$ cat src/rtl/uart_rx_pkg.sv
`default_nettype none
// ============================================================================
//  Module   : uart_rx_pkg
//  Brief    : Shared types and constants for the UART receive engine.
//  Revision : 1.0  initial release
// ============================================================================
package uart_rx_pkg;

    typedef enum logic [2:0] {
        ST_IDLE     = 3'd0,
        ST_START    = 3'd1,
        ST_DATA     = 3'd2,
        ST_PARITY   = 3'd3,
        ST_STOP1    = 3'd4,
        ST_STOP2    = 3'd5,
        ST_BRK_WAIT = 3'd6
    } rx_state_t;

    localparam logic [1:0] c_par_even   = 2'b00;
    localparam logic [1:0] c_par_odd    = 2'b01;
    localparam logic [1:0] c_par_stick1 = 2'b10;
    localparam logic [1:0] c_par_stick0 = 2'b11;

    localparam int c_stat_brk = 2;
    localparam int c_stat_frm = 1;
    localparam int c_stat_par = 0;

    localparam logic [3:0] c_tick_s0   = 4'd7;
    localparam logic [3:0] c_tick_s1   = 4'd8;
    localparam logic [3:0] c_tick_s2   = 4'd9;
    localparam logic [3:0] c_tick_last = 4'd15;

    function automatic logic majority3(input logic a, input logic b, input logic c);
        return (a & b) | (a & c) | (b & c);
    endfunction

    // Out-of-range lengths saturate rather than wrap.
    function automatic logic [3:0] clamp_len(input logic [3:0] len, input logic [3:0] max_len);
        if (len < 4'd5)
            return 4'd5;
        else if (len > max_len)
            return max_len;
        else
            return len;
    endfunction

endpackage
`default_nettype wire

$ cat src/rtl/uart_rx_sampler.sv
`default_nettype none
// ============================================================================
//  Module   : uart_rx_sampler
//  Brief    : RXD synchroniser, per-bit tick counter and 3-sample majority.
//  Revision : 1.0  initial release
// ============================================================================
module uart_rx_sampler
    import uart_rx_pkg::*;
#(
    parameter int SYNC_STAGES = 2
) (
    input  logic baud_clk_16x,
    input  logic reset_n,
    input  logic si,
    input  logic start,
    input  logic active,
    output logic sync_si,
    output logic bit_val,
    output logic bit_done
);

    logic [SYNC_STAGES-1:0] r_sync;
    logic [3:0]             r_tick;
    logic                   r_s0;
    logic                   r_s1;

    always_ff @(posedge baud_clk_16x or negedge reset_n) begin
        if (!reset_n)
            r_sync <= '1;
        else
            r_sync <= {r_sync[SYNC_STAGES-2:0], si};
    end

    assign sync_si = r_sync[SYNC_STAGES-1];

    // The start-detect cycle is tick 0, so the counter lands on 1 after it.
    always_ff @(posedge baud_clk_16x or negedge reset_n) begin
        if (!reset_n) begin
            r_tick <= 4'd0;
            r_s0   <= 1'b1;
            r_s1   <= 1'b1;
        end else begin
            if (start)
                r_tick <= 4'd1;
            else if (active)
                r_tick <= (r_tick == c_tick_last) ? 4'd0 : r_tick + 4'd1;
            else
                r_tick <= 4'd0;

            if (active && r_tick == c_tick_s0)
                r_s0 <= sync_si;
            if (active && r_tick == c_tick_s1)
                r_s1 <= sync_si;
        end
    end

    assign bit_val  = majority3(r_s0, r_s1, sync_si);
    assign bit_done = active && (r_tick == c_tick_s2);

endmodule
`default_nettype wire

$ cat src/rtl/uart_rx_core.sv
`default_nettype none
// ============================================================================
//  Module   : uart_rx_core
//  Brief    : UART receive engine: 5..DW_MAX data bits, parity, 1/2 stop,
//             break detection and overrun reporting into the RX FIFO.
//  Revision : 1.0  initial release
// ============================================================================
module uart_rx_core
    import uart_rx_pkg::*;
#(
    parameter int DW_MAX      = 9,
    parameter int SYNC_STAGES = 2
) (
    input  logic              baud_clk_16x,
    input  logic              reset_n,
    input  logic              cfg_rx_enable,
    input  logic [3:0]        cfg_data_len,
    input  logic [2:0]        cfg_parity,
    input  logic              cfg_stop_bit,
    input  logic              si,
    input  logic              fifo_aval,
    output logic              fifo_wr,
    output logic [DW_MAX-1:0] fifo_data,
    output logic [2:0]        fifo_stat,
    output logic              overrun,
    output logic              rx_busy
);

    rx_state_t         r_state;
    rx_state_t         w_next;
    logic              w_sync_si;
    logic              w_bit_val;
    logic              w_bit_done;
    logic              w_active;
    logic              w_start;
    logic              w_complete;
    logic              w_exp_par;
    logic              w_frm_final;
    logic              w_brk_final;

    logic [3:0]        r_len;
    logic              r_par_en;
    logic [1:0]        r_par_mode;
    logic              r_two_stop;
    logic [3:0]        r_bit_cnt;
    logic [DW_MAX-1:0] r_data;
    logic              r_par_err;
    logic              r_frm_err;
    logic              r_all_zero;

    assign w_active = (r_state != ST_IDLE) && (r_state != ST_BRK_WAIT);
    assign rx_busy  = (r_state != ST_IDLE);

    uart_rx_sampler #(
        .SYNC_STAGES (SYNC_STAGES)
    ) u_sampler (
        .baud_clk_16x (baud_clk_16x),
        .reset_n      (reset_n),
        .si           (si),
        .start        (w_start),
        .active       (w_active),
        .sync_si      (w_sync_si),
        .bit_val      (w_bit_val),
        .bit_done     (w_bit_done)
    );

    always_comb begin
        w_exp_par = 1'b0;
        case (r_par_mode)
            c_par_even:   w_exp_par = ^r_data;
            c_par_odd:    w_exp_par = ~(^r_data);
            c_par_stick1: w_exp_par = 1'b1;
            c_par_stick0: w_exp_par = 1'b0;
            default:      w_exp_par = 1'b0;
        endcase
    end

    // Status as it will stand once the stop bit currently being resolved lands.
    assign w_frm_final = r_frm_err | ~w_bit_val;
    assign w_brk_final = r_all_zero & ~w_bit_val;

    always_comb begin
        w_next     = r_state;
        w_start    = 1'b0;
        w_complete = 1'b0;
        case (r_state)
            ST_IDLE: begin
                if (cfg_rx_enable && !w_sync_si) begin
                    w_start = 1'b1;
                    w_next  = ST_START;
                end
            end
            ST_START: begin
                if (w_bit_done)
                    w_next = w_bit_val ? ST_IDLE : ST_DATA;
            end
            ST_DATA: begin
                if (w_bit_done && r_bit_cnt == r_len - 4'd1)
                    w_next = r_par_en ? ST_PARITY : ST_STOP1;
            end
            ST_PARITY: begin
                if (w_bit_done)
                    w_next = ST_STOP1;
            end
            ST_STOP1: begin
                if (w_bit_done) begin
                    if (r_two_stop) begin
                        w_next = ST_STOP2;
                    end else begin
                        w_complete = 1'b1;
                        w_next     = w_brk_final ? ST_BRK_WAIT : ST_IDLE;
                    end
                end
            end
            ST_STOP2: begin
                if (w_bit_done) begin
                    w_complete = 1'b1;
                    w_next     = w_brk_final ? ST_BRK_WAIT : ST_IDLE;
                end
            end
            ST_BRK_WAIT: begin
                if (w_sync_si)
                    w_next = ST_IDLE;
            end
            default: w_next = ST_IDLE;
        endcase
    end

    always_ff @(posedge baud_clk_16x or negedge reset_n) begin
        if (!reset_n)
            r_state <= ST_IDLE;
        else
            r_state <= w_next;
    end

    always_ff @(posedge baud_clk_16x or negedge reset_n) begin
        if (!reset_n) begin
            r_len      <= 4'd0;
            r_par_en   <= 1'b0;
            r_par_mode <= 2'b00;
            r_two_stop <= 1'b0;
            r_bit_cnt  <= 4'd0;
            r_data     <= '0;
            r_par_err  <= 1'b0;
            r_frm_err  <= 1'b0;
            r_all_zero <= 1'b0;
            fifo_wr    <= 1'b0;
            fifo_data  <= '0;
            fifo_stat  <= 3'b000;
            overrun    <= 1'b0;
        end else begin
            fifo_wr <= 1'b0;
            overrun <= 1'b0;
            if (w_start) begin
                r_len      <= clamp_len(cfg_data_len, 4'(DW_MAX));
                r_par_en   <= cfg_parity[2];
                r_par_mode <= cfg_parity[1:0];
                r_two_stop <= cfg_stop_bit;
                r_bit_cnt  <= 4'd0;
                r_data     <= '0;
                r_par_err  <= 1'b0;
                r_frm_err  <= 1'b0;
                r_all_zero <= 1'b1;
            end else if (w_bit_done) begin
                case (r_state)
                    ST_DATA: begin
                        r_data     <= r_data | (DW_MAX'(w_bit_val) << r_bit_cnt);
                        r_bit_cnt  <= r_bit_cnt + 4'd1;
                        r_all_zero <= r_all_zero & ~w_bit_val;
                    end
                    ST_PARITY: begin
                        r_par_err  <= (w_bit_val != w_exp_par);
                        r_all_zero <= r_all_zero & ~w_bit_val;
                    end
                    ST_STOP1, ST_STOP2: begin
                        r_frm_err  <= w_frm_final;
                        r_all_zero <= w_brk_final;
                    end
                    default: ;
                endcase
                // Dropped characters leave the last written data/status untouched.
                if (w_complete) begin
                    if (fifo_aval) begin
                        fifo_wr                <= 1'b1;
                        fifo_data              <= r_data;
                        fifo_stat[c_stat_brk]  <= w_brk_final;
                        fifo_stat[c_stat_frm]  <= w_frm_final;
                        fifo_stat[c_stat_par]  <= r_par_err;
                    end else begin
                        overrun <= 1'b1;
                    end
                end
            end
        end
    end

endmodule
`default_nettype wire

$ cat config.mk
export PLATFORM = sky130hd
export DESIGN_NAME = uart_rx_core
export DESIGN_NICKNAME = d
export VERILOG_FILES = /design/src/rtl/uart_rx_pkg.sv /design/src/rtl/uart_rx_sampler.sv /design/src/rtl/uart_rx_core.sv
export SDC_FILE = /design/constraint.sdc
export NUM_CORES = 1
export LEC_CHECK = 0
export CORE_ASPECT_RATIO = 1.1
export CORE_MARGIN = 8
export CORE_UTILIZATION = 55
export CTS_BUF_LIST = sky130_fd_sc_hd__clkbuf_16
export DETAILED_ROUTE_END_ITERATION = 10
export PLACE_DENSITY_LB_ADDON = 0.05
export SYNTH_ARGS = -nofsm -noshare
export SYNTH_HDL_FRONTEND = slang
export SYNTH_SLANG_ARGS = --single-unit
$ cat constraint.sdc
create_clock -name baud_clk_16x -period 2.17 [get_ports baud_clk_16x]
set_clock_uncertainty 0.15 [all_clocks]
set_input_delay 0.651 -clock baud_clk_16x [delete_from_list [all_inputs] [get_ports baud_clk_16x]]
set_output_delay 0.651 -clock baud_clk_16x [all_outputs]
set_load 0.005 [all_outputs]
# Word-level counts from Yosys, hierarchy flattened
# Cells that the tools add are included.
[word_totals]
register_bits = 49
latch_bits = 0
ramBits = 0
romBits = 0
input_bits = 13
word_cells = 129
n_memories = 0
[classes]
n_addsub = 3
multipliers = 0
div_mod_pow = 0
magnitude_cmp = 2
eq_ne = 23
n_shift = 1
muxes = 47
bitwise_logic = 11
reduce_logical = 24
[ops]
columns = ["cell", "n"]
rows = [
  ["4-bit 2-to-1 mux", 8],
  ["3-bit 2-to-1 mux", 10],
  ["9-bit 2-to-1 mux", 3],
  ["1-bit 2-to-1 mux", 22],
  ["3-bit one-hot mux with 7 select lines", 1],
  ["4-bit equality test (second input constant)", 3],
  ["2-bit != test (second input constant)", 6],
  ["2-bit nonzero test", 5],
  ["3-bit equality test (second input constant)", 3],
  ["9-bit bitwise OR", 1],
  ["9-bit XOR reduction", 1],
  ["1-bit by 4-bit left shift with 9-bit output", 1],
  ["4-bit by 1-bit adder with 4-bit output (second input constant)", 2],
  ["2-bit AND reduction", 4],
  ["7-bit AND reduction", 1],
  ["3-bit by 2-bit equality test with 1-bit output (second input constant)", 2],
  ["1-bit logical AND", 6],
  ["1-bit AND", 4],
  ["2-bit equality test (second input constant)", 2],
  ["4-bit by 3-bit equality test with 1-bit output (second input constant)", 1],
  ["4-bit equality test", 1],
  ["4-bit greater-than comparator (second input constant)", 1],
  ["4-bit by 3-bit less-than comparator with 1-bit output (second input constant)", 1],
  ["1-bit one-hot mux with 4 select lines", 1],
  ["17 further kinds", 21],
]

# Logic depth before layout (Yosys ltp)
[depth]
ltp_word = 9
ltp_mapped = 8
mapped_depth_nobuf = 7

# By module
# Synthesis repeated with hierarchy kept, for this count alone.
[unflattened]
hier_cells = 226
hier_area_um2 = 2369.8
[modules_own_cells]
columns = ["module", "instances", "cells_each", "area_each_um2"]
rows = [
  ["uart_rx_core", 1, 195, 1995.7],
  ["uart_rx_sampler", 1, 31, 374.1],
]

# Least setup slack after synthesis
# Ideal clock, no wire load.
[synth_path]
path_kind = "input to register"
start = "input cfg_rx_enable"
end = "register r_state[0]"
arrival_time_ps = 1673
slack_ps = 222
path_stages = 5
n_path_buf = 0
cell_sequence = "nor2b_1 -> a22oi_1 -> or2_0 -> a32o_2 -> mux2_4"
[synth_via]
elab_chain_cells = 3
[synth_lines]
columns = ["element", "line_no", "rtl"]
rows = [
  ["start, declared", "uart_rx_core.sv:16", "input logic cfg_rx_enable,"],
  ["1-bit logical AND", "uart_rx_core.sv:88", "if (cfg_rx_enable && !w_sync_si) begin"],
  ["2-bit != test (no source line)", "--", ""],
  ["7-bit AND reduction (no source line)", "--", ""],
  ["end signal, assigned", "uart_rx_core.sv:133", "r_state <= w_next;"],
  ["end, declared", "uart_rx_core.sv:29", "rx_state_t r_state;"],
]
# No other way between the ends.
# A chain may end at the register's enable or synchronous reset.

# Final worst setup path
# Ends and elaborated chain as after synthesis.

==> impl_results.md <==
* Netlist cell types at 48
* Pre-antenna DRT Iters at 4
* Vias in the first global route at 1824
* Clk pwr share at 26.0%
* Leak at 1.347 nW
* Fill cells at 355
* Synth Register Bits at 49
* First-pass GRT wire length at 8355 um
* Power Total at 3.317 mW
* R2r setup slk at 150 ps
* Detailed-route vias per instance at 5.456
* Final worst-path cycle share at 96.64%
* Worst Path Max Fanout at 3
* Clock sinks at 49
* Die width at 78.90 um
* Slew @ Worst Pin at 534.6 ps
* Fmax at 476.9 MHz
* Top_reg_cell synth: dfrtp_1
* Diodes inserted at 0
* Critical Path RT at 2190 ps
* Part of the power in combinational logic at 35.9%
* Routed Antenna Nets at 0
* Synth top area share at 47.05%
* Clk root buf: clkbuf_16
* Count leader, synth: dfrtp_1
* Slew HR at 64.08%
* Hold Fails Final Rpt at 0
* Hold Path Class: primary input to asynchronous set/reset pin
* RD Place Congestion at 0.8260
* Layout cells sized above 1 at 15.53%
* Worst-path clk slew at 60 ps
* Synth cell count leaders: dfrtp_1 (45), nand2_1 (27), nor2_1 (23)
* Hold WS at 200.2 ps
* Setup violators final at 0
* Hpwl dp at 3338 um
* Register area at 0.001231 sq mm
* Core area at 0.004254 sq mm
* Num ports at 28
* Instance count of the mapped netlist at 227
* Worst slack at placement at -306.4 ps
* Bufs on Longest Clock Path at 2
* Fin worst setup slack at 72.96 ps
* Initial antenna violation count at 0
* Sw Ratio at 33.23%
* P_int at 2.215 mW
* Startpoint Class: primary input
* Layout Area Growth over Synthesis at 23.84%
* Initial DRC count at 103
* Final Slew Violations at 0
* IO buf count at 27
* Post-synth EDFFs at 0
* Worst R2R Path Depth at 7
* Max Cap Violations at 0
* Routed WL at 4743 um
* Fin nets at 281
* Arrival @ worst endpoint at 2120 ps
* Setup crit end kind: flop
* RSZ-0062 raised after global routing: false
* Drt drc at 0
* Vias post-DR at 1735
* Switching power at 1.102 mW
* Full die area at 0.006721 sq mm
* Footprint of the multi-input gates at 0.001106 sq mm
* Die height at 85.19 um
* H-Tree Depth at 2
* Cts bufs inserted at 5
* Cts hold-fix bufs at 0
* Period minus WS final at 2097 ps
* Syn_nets at 245
* Warnings, synthesis at 0
* Post-synth ARST share at 100.0%
* Clk Latency, worst-skew pair at 280 ps
* Cell area power density at 1119 mW/mm^2
* Core Rows at 25
* Wire length per cell at 14.92 um
* Synth area leaders: dfrtp_1 (47%), dfstp_2 (4.4%), nand2_1 (4.2%)
* Initial Util at 56.26%
* Seq/Total Area, Yosys at 51.44%
* Total gr overflow at 0
* TritonCTS clock tree: yes
* Yosys top cell by area: dfrtp_1
* Overall routing resource usage at 15.41%
* Outcome: completed
* Syn Area/Cell at 10.54 sq um
* Peak VDD IR at 0.6765 mV
* Sequential group share of total power at 38.2%
* Largest net degree at the start of global routing at 50
* Mapped cell area at 0.002394 sq mm
* Setup CP Type: primary input to flop
-- cell type report --
cell class                      count  area share (%)
Clock buffer                        5           4.221
Clock inverter                      3           1.393
Inverter                            9           1.140
Multi-Input combinational cell    160           37.32
Sequential cell                    49           41.54
Tap cell                           54           2.279
Timing Repair Buffer               38           12.11
-- critical path, cell delays in order --
cell             delay [ps]
clkdlybuf4s50_1         460
nor2b_4                 140
a22oi_1                  80
or2_0                   200
a32o_2                  280
mux2_4                  300
-- final timing paths --
kind	to	startpoint
max	r_state[0]	cfg_rx_enable
min	r_data[8]	reset_n
max reg2reg	r_state[0]	u_sampler.r_tick[1]
min reg2reg	u_sampler.r_sync[1]	u_sampler.r_sync[0]
max in group asynchronous	u_sampler.r_sync[1]	reset_n
min in group baud_clk_16x	u_sampler.r_sync[1]	u_sampler.r_sync[0]
-- sequential cells by signal, summed over array words and instances, names as in the netlist --
signal	cells
fifo_data	9
r_data	9
r_bit_cnt	4
r_len	4
u_sampler.r_tick	4
fifo_stat	3
r_state	3
r_par_mode	2
u_sampler.r_sync	2
fifo_wr	1
overrun	1
r_all_zero	1
r_frm_err	1
r_par_en	1
r_par_err	1
r_two_stop	1
u_sampler.r_s0	1
u_sampler.r_s1	1
-- cells in the final DEF (no fill, tap or decap), types with 3 or more instances in the layout --
master / Yosys / layout
nand2b_1: 6 / 6
dfrtp_1: 45 / 45
o21ai_1: 3 / 3
xnor2_1: 7 / 7
clkbuf_16: 0 / 5
nor3b_1: 3 / 3
inv_1: 9 / 9
a21oi_1: 13 / 13
nor3_1: 4 / 3
dfstp_2: 4 / 4
mux2_2: 7 / 7
o21ai_0: 9 / 9
a31oi_1: 3 / 3
ha_1: 5 / 5
nand3b_1: 3 / 3
nor2_1: 23 / 23
buf_4: 0 / 10
nand3_1: 3 / 3
clkdlybuf4s50_1: 0 / 25
xor2_1: 7 / 7
mux2_1: 5 / 5
nand2_1: 27 / 27
-- logic make-up (layout without fill, tap and decap cells) --
| kind of cell | after synthesis | count (layout) | share of synthesized area, % |
|---|---|---|---|
| XOR/XNOR | 16 | 16 | 7.005 |
| adder cells (fa/ha/maj) | 6 | 6 | 3.032 |
| flip-flops | 49 | 49 | 51.44 |
| AND/OR/NAND/NOR | 85 | 85 | 18.66 |
| buffers and inverters | 18 | 55 | 3.084 |
| multiplexers | 15 | 15 | 7.318 |
| AO/OA/AOI/OAI | 38 | 38 | 9.462 |
-- per-layer routing --
layer | vias to the layer above | wire [um] | global-route usage, %
met2 | 40 | 2259 | 24.81
met3 | 8 | 251 | 4.863
met4 | 0 | 95 | 6.577
li1 | 845 | - | -
met1 | 842 | 2136 | 18.41
met5 | - | 0 | 0
-- stage by stage --
stage / instances / setup TNS [ps] / area [sq um] / utilization (%)
2_1_floorplan: 227 / 0 / 2394 / -
3_3_place_gp: 309 / -646.2 / 2774 / 65.21
3_5_place_dp: 309 / -691.2 / 2774 / 65.21
4_1_cts: 318 / 0 / 2954 / 69.44
5_1_grt: 318 / 0 / 2964 / 69.68
6_report: 318 / 0 / 2964 / 69.68
-- power by group through the flow --
stage	clock, mW	sequential, mW	combinational, mW
floorplan	0	1.24	0.815
global placement	0	1.27	1.13
detailed placement	0	1.28	1.15
CTS	0.878	1.26	1.18
global route	0.907	1.30	1.33
finish	0.861	1.27	1.19
-- repair_timing --
| action | in CTS | in global routing |
|---|---|---|
| cloned | 0 | 0 |
| resized for setup | 3 | 2 |
| setup buffers | 1 | 0 |
| hold endpoints to repair | 0 | 0 |
| pin swaps | 1 | 1 |
| endpoints found under the setup margin | 3 | 2 |
No activity file was read; power rests on OpenSTA's default activity.
